<file path="config.mk">
export PLATFORM = sky130hd
export DESIGN_NAME = fifo_rd_stream
export DESIGN_NICKNAME = d
export VERILOG_FILES = /design/src/rtl/fifo_rd_stream.sv
export SDC_FILE = /design/constraint.sdc
export NUM_CORES = 1
export LEC_CHECK = 0
export ABC_AREA = 1
export BUFFER_PORTS_ARGS = -buffer_cell sky130_fd_sc_hd__buf_2
export CORE_UTILIZATION = 29
export CTS_CLUSTER_SIZE = 14
export DETAILED_ROUTE_END_ITERATION = 10
export GPL_TIMING_DRIVEN = 0
export PLACE_DENSITY_LB_ADDON = 0.05
export SLEW_MARGIN = 20
export SYNTH_ARGS = -nofsm -noshare
export SYNTH_HDL_FRONTEND = slang
export SYNTH_SLANG_ARGS = --single-unit
</file>
<file path="constraint.sdc">
create_clock -name rd_clk -period 2.5 [get_ports rd_clk]
set_input_delay 0 -clock rd_clk [delete_from_list [all_inputs] [get_ports rd_clk]]
set_output_delay 0 -clock rd_clk [all_outputs]
set_load 0.01 [all_outputs]
</file>
<file path="src/rtl/fifo_rd_stream.sv">
`default_nettype none
// ============================================================================
// Module      : fifo_rd_stream
// Description : Converts the read side of an async FIFO (req/empty/data with a
//               one-cycle read latency) into a valid/ready stream. A two-entry
//               skid buffer absorbs the read latency so that throughput is one
//               beat per cycle. m_valid and m_data come only from registers.
//               Optional macro FIFO_RD_STREAM_CNT_EN adds a 16-bit count of
//               delivered beats on port beat_cnt.
// Revision    : 1.0 - initial release
// ============================================================================
module fifo_rd_stream #(
   parameter int DAT_BIT   = 8,
   parameter int BUF_DEPTH = 2
) (
   input  logic               rd_clk,
   input  logic               rd_rst,
   output logic               fifo_rd_req,
   input  logic               fifo_rd_empty,
   input  logic [DAT_BIT-1:0] fifo_rd_data,
   output logic               m_valid,
   input  logic               m_ready,
   output logic [DAT_BIT-1:0] m_data,
   output logic [1:0]         buf_cnt
`ifdef FIFO_RD_STREAM_CNT_EN
  ,output logic [15:0]        beat_cnt
`endif
);

   // Occupancy states of the skid buffer
   localparam logic [1:0] EMPTY = 2'd0;
   localparam logic [1:0] ONE   = 2'd1;
   localparam logic [1:0] TWO   = 2'd2;

   logic [1:0]         r_cnt;
   logic               r_inflight;
   logic [DAT_BIT-1:0] r_head;
   logic [DAT_BIT-1:0] r_tail;

   logic               w_pop;
   logic               w_push;
   logic [2:0]         w_occ;
   logic               w_rd_req;

   // A read word lands in the buffer the cycle after its request
   assign w_push = r_inflight;
   assign w_pop  = (r_cnt != EMPTY) && m_ready;

   // Occupancy once this cycle's arriving word and departing beat settle;
   // only request when that leaves room for one more word.
   assign w_occ    = {1'b0, r_cnt} + {2'b00, r_inflight} - {2'b00, w_pop};
   assign w_rd_req = !rd_rst && !fifo_rd_empty && (w_occ < 3'(BUF_DEPTH));

   assign fifo_rd_req = w_rd_req;
   assign m_valid     = (r_cnt != EMPTY);
   assign m_data      = r_head;
   assign buf_cnt     = r_cnt;

   // Track the request issued last cycle, whose data is arriving now
   always_ff @(posedge rd_clk or posedge rd_rst) begin
      if (rd_rst) begin
         r_inflight <= 1'b0;
      end else begin
         r_inflight <= w_rd_req;
      end
   end

   // Occupancy state machine
   always_ff @(posedge rd_clk or posedge rd_rst) begin
      if (rd_rst) begin
         r_cnt <= EMPTY;
      end else begin
         case ({w_push, w_pop})
            2'b10:   r_cnt <= (r_cnt == EMPTY) ? ONE : TWO;
            2'b01:   r_cnt <= (r_cnt == TWO) ? ONE : EMPTY;
            default: r_cnt <= r_cnt;
         endcase
      end
   end

   // Head/tail data storage; head is always the oldest word
   always_ff @(posedge rd_clk or posedge rd_rst) begin
      if (rd_rst) begin
         r_head <= '0;
         r_tail <= '0;
      end else begin
         case ({w_push, w_pop})
            2'b10: begin
               if (r_cnt == EMPTY) begin
                  r_head <= fifo_rd_data;
               end else begin
                  r_tail <= fifo_rd_data;
               end
            end
            2'b01: begin
               r_head <= r_tail;
            end
            2'b11: begin
               // With one entry, the arriving word replaces the departing head
               if (r_cnt == ONE) begin
                  r_head <= fifo_rd_data;
               end else begin
                  r_head <= r_tail;
                  r_tail <= fifo_rd_data;
               end
            end
            default: begin
               r_head <= r_head;
            end
         endcase
      end
   end

`ifdef FIFO_RD_STREAM_CNT_EN
   logic [15:0] r_beat_cnt;

   // Delivered-beat counter, wraps naturally at 16 bits
   always_ff @(posedge rd_clk or posedge rd_rst) begin
      if (rd_rst) begin
         r_beat_cnt <= 16'd0;
      end else if (w_pop) begin
         r_beat_cnt <= r_beat_cnt + 16'd1;
      end
   end

   assign beat_cnt = r_beat_cnt;
`endif

endmodule
`default_nettype wire

</file>
==> results of run 1 <==
==> Yosys cell counts, drive strengths merged <==
cell | instances | area, um2
o21ai | 1 | 5.000
nor2 | 3 | 13.77
xor2 | 1 | 8.760
buf | 1 | 11.26
nor3 | 1 | 5.000
ha | 4 | 50.05
fa | 1 | 20.02
nand3 | 24 | 120.1
a21oi | 3 | 15.01
nand2 | 60 | 304.1
dfrtp | 19 | 475.5
inv | 9 | 33.79
==> worst register-to-register path, cell delays in order (launching register included) <==
cell and delay (ns):
dfrtp_2 0.44, nor2_4 0.15, inv_2 0.06, nand2_4 0.08, inv_4 0.04, ha_4 0.24, nor2_4 0.11, inv_2 0.05
fa_1 0.47, nand2_1 0.06, nor3_2 0.21, buf_4 0.14, buf_4 0.09, buf_4 0.09
==> registers in the layout (all words and copies together), names as in the netlist <==
register    count
r_inflight      1
r_tail          8
buf_cnt         2
m_data          8
==> area by class of cell <==
cell class	instances	area (um2)	area share, %
clock buffers	4	26.28	1.806
well taps	46	57.56	3.955
inverters	9	36.28	2.494
multi-input cells	98	576.8	39.64
repair buffers	42	280.3	19.26
flip-flops and latches	19	478.0	32.85
==> layer usage <==
layer / vias to the layer above / share of wire [%] / global-route usage (%)
li1: 493 / - / -
met1: 437 / 52 / 19.63
met2: 19 / 44 / 21.88
met3: 2 / 3.6 / 3.285
met4: 0 / 0.82 / 2.616
met5: - / 0 / 0
==> placed cells by master, fill, tap and decap left out <==
| master | synthesis | final |
|---|---|---|
| dfrtp_2 | 0 | 2 |
| fa_1 | 1 | 1 |
| inv_2 | 2 | 3 |
| xor2_1 | 1 | 1 |
| a21oi_1 | 3 | 3 |
| nor2_1 | 2 | 1 |
| nand2_1 | 49 | 49 |
| o21ai_0 | 1 | 1 |
| inv_1 | 7 | 5 |
| nand3_1 | 24 | 24 |
| nand2_4 | 2 | 3 |
| ha_1 | 4 | 3 |
| buf_4 | 0 | 10 |
| ha_4 | 0 | 1 |
| dfrtp_1 | 19 | 17 |
| clkbuf_4 | 0 | 3 |
| nand2_2 | 6 | 5 |
| buf_2 | 0 | 23 |
| nor3_2 | 0 | 1 |
| nor2_4 | 0 | 2 |
| dlygate4sd3_1 | 0 | 9 |
| inv_4 | 0 | 1 |
| nand2_8 | 3 | 3 |
| clkbuf_1 | 0 | 1 |
==> cell families after synthesis <==
group	Yosys count	share of synthesized area (%)
flops	19	44.76
simple gates	88	41.70
compound gates	4	1.884
xor+xnor	1	0.8247
fa+ha+maj	5	6.596
buf+inv	10	4.241
==> where the power goes <==
part	leakage (nW)	switching, mW	total (mW)	internal (mW)
registers	0.238	0.0817	0.529	0.447
clock network	0.0150	0.0985	0.161	0.0621
logic	0.520	0.523	0.918	0.395
==> path summary, 6_finish.rpt <==
check | startpoint | to | slack (ns) | cells after the start
max | buf_cnt[0] | fifo_rd_req | 0.12 | 11
min | fifo_rd_empty | r_inflight | 0.21 | 5
max reg2reg | buf_cnt[0] | r_inflight | 0.22 | 13
min reg2reg | r_tail[5] | r_tail[5] | 0.49 | 2
max in group asynchronous | rd_rst | buf_cnt[0] | 1.58 | 3
min in group asynchronous | rd_rst | r_inflight | 0.38 | 3
==> what timing repair did <==
action | 4_1_cts | 5_1_grt
gates cloned | 0 | 0
hold endpoints to repair | 27 | 0
setup endpoints to repair | 1 | 2
setup buffers | 6 | 4
gates resized for setup | 6 | 4
hold buffers | 9 | 0
pin swaps | 3 | 5
==> results.cfg, run 1 <==
[global_routing]
grt_pass1_vias = 895
grt_usage_pct = 13.98
grt_max_degree = 21
gr-total-overflow = 0
antenna_found_initial = 0
grt_first_pass_wirelength_um = 4312

[route]
wl_per_cell_um = 11.73
via_count = 951
finalWirelength_um = 2558
ant_nets = 0
drc = 0
first_pass_iters = 4
drtIter0Drc = 55
viasPerCell = 4.362

[floorplanning]
start_util_pct = 31.10
die_area_mm2 = 0.003909
core.rowCount = 21
fp.coreArea_mm2 = 0.003416
die_h_um = 62.52
ios = 24
dieWidth_um = 62.52

[sta]
fin_crit_sh_pct = 95.13
slew_headroom_pct = 46.98
min_period_ns = 2.378
rsz0062_at_grt = yes
skew_ns = 0.0009947
maxSlewViolCount = 0
fmax_mhz = 420.5
hold_viol = 0
whs_ns = 0.2075
final.setup.tns_ns = 0
layout_setup_ws_ns = 0.1218
setup_viol = 0
worst_slew_pin_slew_ns = 0.7944

[cells_and_area]
synthToLayoutAreaGrowth_pct = 36.99
antenna_cells = 0
finalInstanceArea_mm2 = 0.001455
layout-drive-gt1-share_pct = 33.14
stdcell_count = 218
n_fill_cell = 380
fin_nets = 190
final_util_pct = 42.60

[worst_setup_path]
end_kind = output pin
crit_slowest_cell = fa_1
path_cells = nor2_4, inv_2, nand2_4, inv_4, ha_4, nor2_4, inv_2, fa_1, nand2_1, nor3_2, buf_2
cp-start-kind = register
cp_top_family = adder cells
cp.arrival_ns = 2.38
cp.required_ns = 2.50
path_max_fanout = 3
timing_worst_setup_path_type = register to output pin
path_buf_inv = 4
critPathMaxStageDelay_ns = 0.47

[placed_design]
dpl.hpwl_um = 1710
pre_cts_ws_ns = 0.01166
portBuffers = 23
dpl_cell_area_mm2 = 0.001240
gp_congestion = 0.6952
dp_cells = 196

[clock_network]
cts_max_level = 1
path_clk_slew_ns = 0.11
cts_inserted_buffers = 3
cts_root_buf = clkbuf_4
cts.sinks = 19
cts.path.max_buffers = 2
tritoncts = built
insertion_delay_ns = 0.30

[power_and_ir_drop]
ir_worst_vdd_v = 0.0003353
p_leak_nw = 0.7726
p_total_mw = 1.608
power.density_mw_per_mm2 = 1105

[run_status]
status = finished clean

[synthesis]
yosys_warnings = 0
synth.distinct_cells = 17
syn_nets = 144
synth_cells = 127
synth.avg_cell_area_um2 = 8.364
synth-seq-area-share_pct = 44.76
ys_seq_elements = 19
syn_area_mm2 = 0.001062

[min_path]
hold_path.class = input port to register

[run]
cap_violations = 0
No activity file was read; power rests on OpenSTA's default activity.
==> run 2: changes to the inputs <==
--- a/config.mk
+++ b/config.mk
@@ -5,14 +5,15 @@
 export SDC_FILE = /design/constraint.sdc
 export NUM_CORES = 1
 export LEC_CHECK = 0
-export ABC_AREA = 1
 export BUFFER_PORTS_ARGS = -buffer_cell sky130_fd_sc_hd__buf_2
 export CORE_UTILIZATION = 29
 export CTS_CLUSTER_SIZE = 14
 export DETAILED_ROUTE_END_ITERATION = 10
 export GPL_TIMING_DRIVEN = 0
 export PLACE_DENSITY_LB_ADDON = 0.05
+export SETUP_SLACK_MARGIN = 0.2
 export SLEW_MARGIN = 20
 export SYNTH_ARGS = -nofsm -noshare
 export SYNTH_HDL_FRONTEND = slang
 export SYNTH_SLANG_ARGS = --single-unit
+export TNS_END_PERCENT = 20
==> run 2 against run 1 <==
  * Clock-buffer cell count unchanged
  * Routed wire length decreased by 11%
  * Critical endpoint unchanged
  * Via count decreased by 20%
  * Register-to-register slack got worse by 0.16 ns
==> results.cfg, run 2 <==
[power_and_ir_drop]
power.density_mw_per_mm2 = 1262
ir_worst_vdd_v = 0.0004994
p_leak_nw = 0.6997
p_total_mw = 1.936

[synthesis]
synthFlopType = dfrtp_1
synth.avg_cell_area_um2 = 12.89
synth_top_cell_area_share_pct = 44.44
syn_area_mm2 = 0.001070
syn_nets = 100
synth-seq-area-share_pct = 44.44
synth_edf_count = 0
yosysTopAreaCell = dfrtp_1
synth_cells = 83
ys_top_cells_by_area = dfrtp_1 (44%), mux2_4 (13%), ha_1 (4.7%), a221oi_2 (4.2%), inv_1 (3.5%)
async_reset_ff_share_pct = 100.0
ys_seq_elements = 19
synth.distinct_cells = 30
synth_most_common_cell = dfrtp_1
yosys-top-cells-count = dfrtp_1 (19), inv_1 (10), mux2_4 (9)
yosys_warnings = 0

[run_status]
status = finished clean

[floorplanning]
die_area_mm2 = 0.003936
core.rowCount = 21
fp.coreArea_mm2 = 0.003442
start_util_pct = 31.08
dieWidth_um = 62.74
die_h_um = 62.74
ios = 24

[clock_network]
path_clk_slew_ns = 0.07
insertion_delay_ns = 0.25
cts.path.max_buffers = 2
cts_inserted_buffers = 3
cts.sinks = 19
tritoncts = built
cts_root_buf = clkbuf_8
cts_max_level = 1

[worst_setup_path]
crit_start = buf_cnt[1]
path_max_fanout = 3
cp.required_ns = 2.50
r2r_start = buf_cnt[1]
end_kind = output pin
timing_worst_setup_path_type = register to output pin
cp.arrival_ns = 2.50
cp-start-kind = register

[cells_and_area]
final_cell_mix = buf_2 (23), dfrtp_1 (17), inv_1 (9), mux2_4 (9), buf_4 (9)
synthToLayoutAreaGrowth_pct = 43.39
fin_nets = 146
antenna_cells = 0
layout-drive-gt1-share_pct = 59.38
layout_commonest_cell = buf_2
final_util_pct = 44.57

[sta]
skew_ns = 0.004929
hold_viol = 0
rsz0062_at_grt = yes
fin_crit_sh_pct = 99.86
fmax_mhz = 400.6
setup_viol = 0
worst_slew_pin_slew_ns = 0.7653
min_period_ns = 2.496
slew_headroom_pct = 48.93
maxSlewViolCount = 0

[route]
via_count = 765
wl_per_cell_um = 13.03
drc = 0
first_pass_iters = 4
ant_nets = 0
finalWirelength_um = 2268
drtIter0Drc = 10
viasPerCell = 4.397

[global_routing]
grt_pass1_vias = 807
grt_first_pass_wirelength_um = 3788
antenna_found_initial = 0
gr-total-overflow = 0
grt_max_degree = 20
grt_usage_pct = 12.61

[min_path]
hp-start = fifo_rd_data[4]
hold_path.class = input port to register

[run]
cap_violations = 0

[placed_design]
portBuffers = 23
dpl.hpwl_um = 1516
gp_congestion = 0.6842
==> run 2: cell count changes in the layout (fill, tap and decap cells not counted), sizes merged, moves of 3 or more <==
| cell | change |
|---|---|
| mux2 | +10 |
| a21oi | +6 |
| a221oi | +7 |
| buf | +5 |
| dlygate4sd3 | -3 |
| nand3 | -24 |
| nand2 | -57 |
==> run 2: logic make-up after synthesis <==
kind of cell	Yosys count	synth area share, %
AOI/OAI and AO/OA	21	18.13
DFF	19	44.44
buffers and inverters	14	6.667
muxes	11	14.97
and+or+nand+nor	11	7.603
adders and majority gates	5	6.550
xor gates and xnor gates	2	1.638
==> run 2: power by group <==
part           internal [mW]  switching [mW]  leakage (nW)  total (mW)
sequential             0.467           0.105         0.224       0.572
combinational          0.639           0.510         0.453        1.15
clock                  0.113           0.101        0.0228       0.214
==> run 2: what timing repair did <==
action                                  4_1_cts  5_1_grt
endpoints found under the setup margin        9       17
pin swaps                                     4        6
hold endpoints to repair                     24        0
buffers inserted                              9        3
hold buffers                                  6        0
resized for setup                             3       11
cloned                                        0        0
==> run 2: cell type report <==
class | count | area [um2]
plain buffers | 3 | 33.78
clock buffers | 4 | 45.04
multi-input cells | 50 | 590.6
well taps | 46 | 57.56
fillers | 342 | 1908
flip-flops and latches | 19 | 478.0
inverters | 11 | 43.79
repair buffers | 41 | 285.3
==> run 2: per-layer routing <==
metal  track usage (%)  wire, um
met4             3.488        22
met3             4.015        90
met2             20.65      1085
met1             15.85      1070
met5                 0         0
==> run 2: worst paths after layout <==
check	cells past startpoint	endpoint	slack, ns
setup / recovery	10	fifo_rd_req	0.004
hold / removal	2	r_tail[4]	0.009
setup reg to reg	12	r_inflight	0.06
hold reg to reg	2	m_data[1]	0.51
max in group asynchronous	3	buf_cnt[0]	1.53
min in group asynchronous	3	buf_cnt[1]	0.45
==> run 2: stage by stage <==
stage	setup TNS, ns	setup WS [ns]	instances	hold slack (ns)	cell area (um2)
after global routing	-0.1902	-0.1382	174	0.001735	1534
after global placement	0	0.08844	152	0.1745	1265
after floorplan	0	0.1436	83	-0.04894	1092
final	0	0.003516	174	0.009152	1534
after CTS	0	0.002461	171	0.001185	1456
after detailed placement	0	0.08863	152	0.1736	1265
==> run 2: worst max-delay path, cell delays in order, from the launching register on <==
cell	delay, ns
dfrtp_2	0.42
buf_6	0.12
or2_4	0.22
and2_4	0.15
ha_4	0.22
inv_4	0.05
nand2_2	0.06
fa_2	0.36
xor2_2	0.15
nor4b_2	0.31
buf_2	0.18
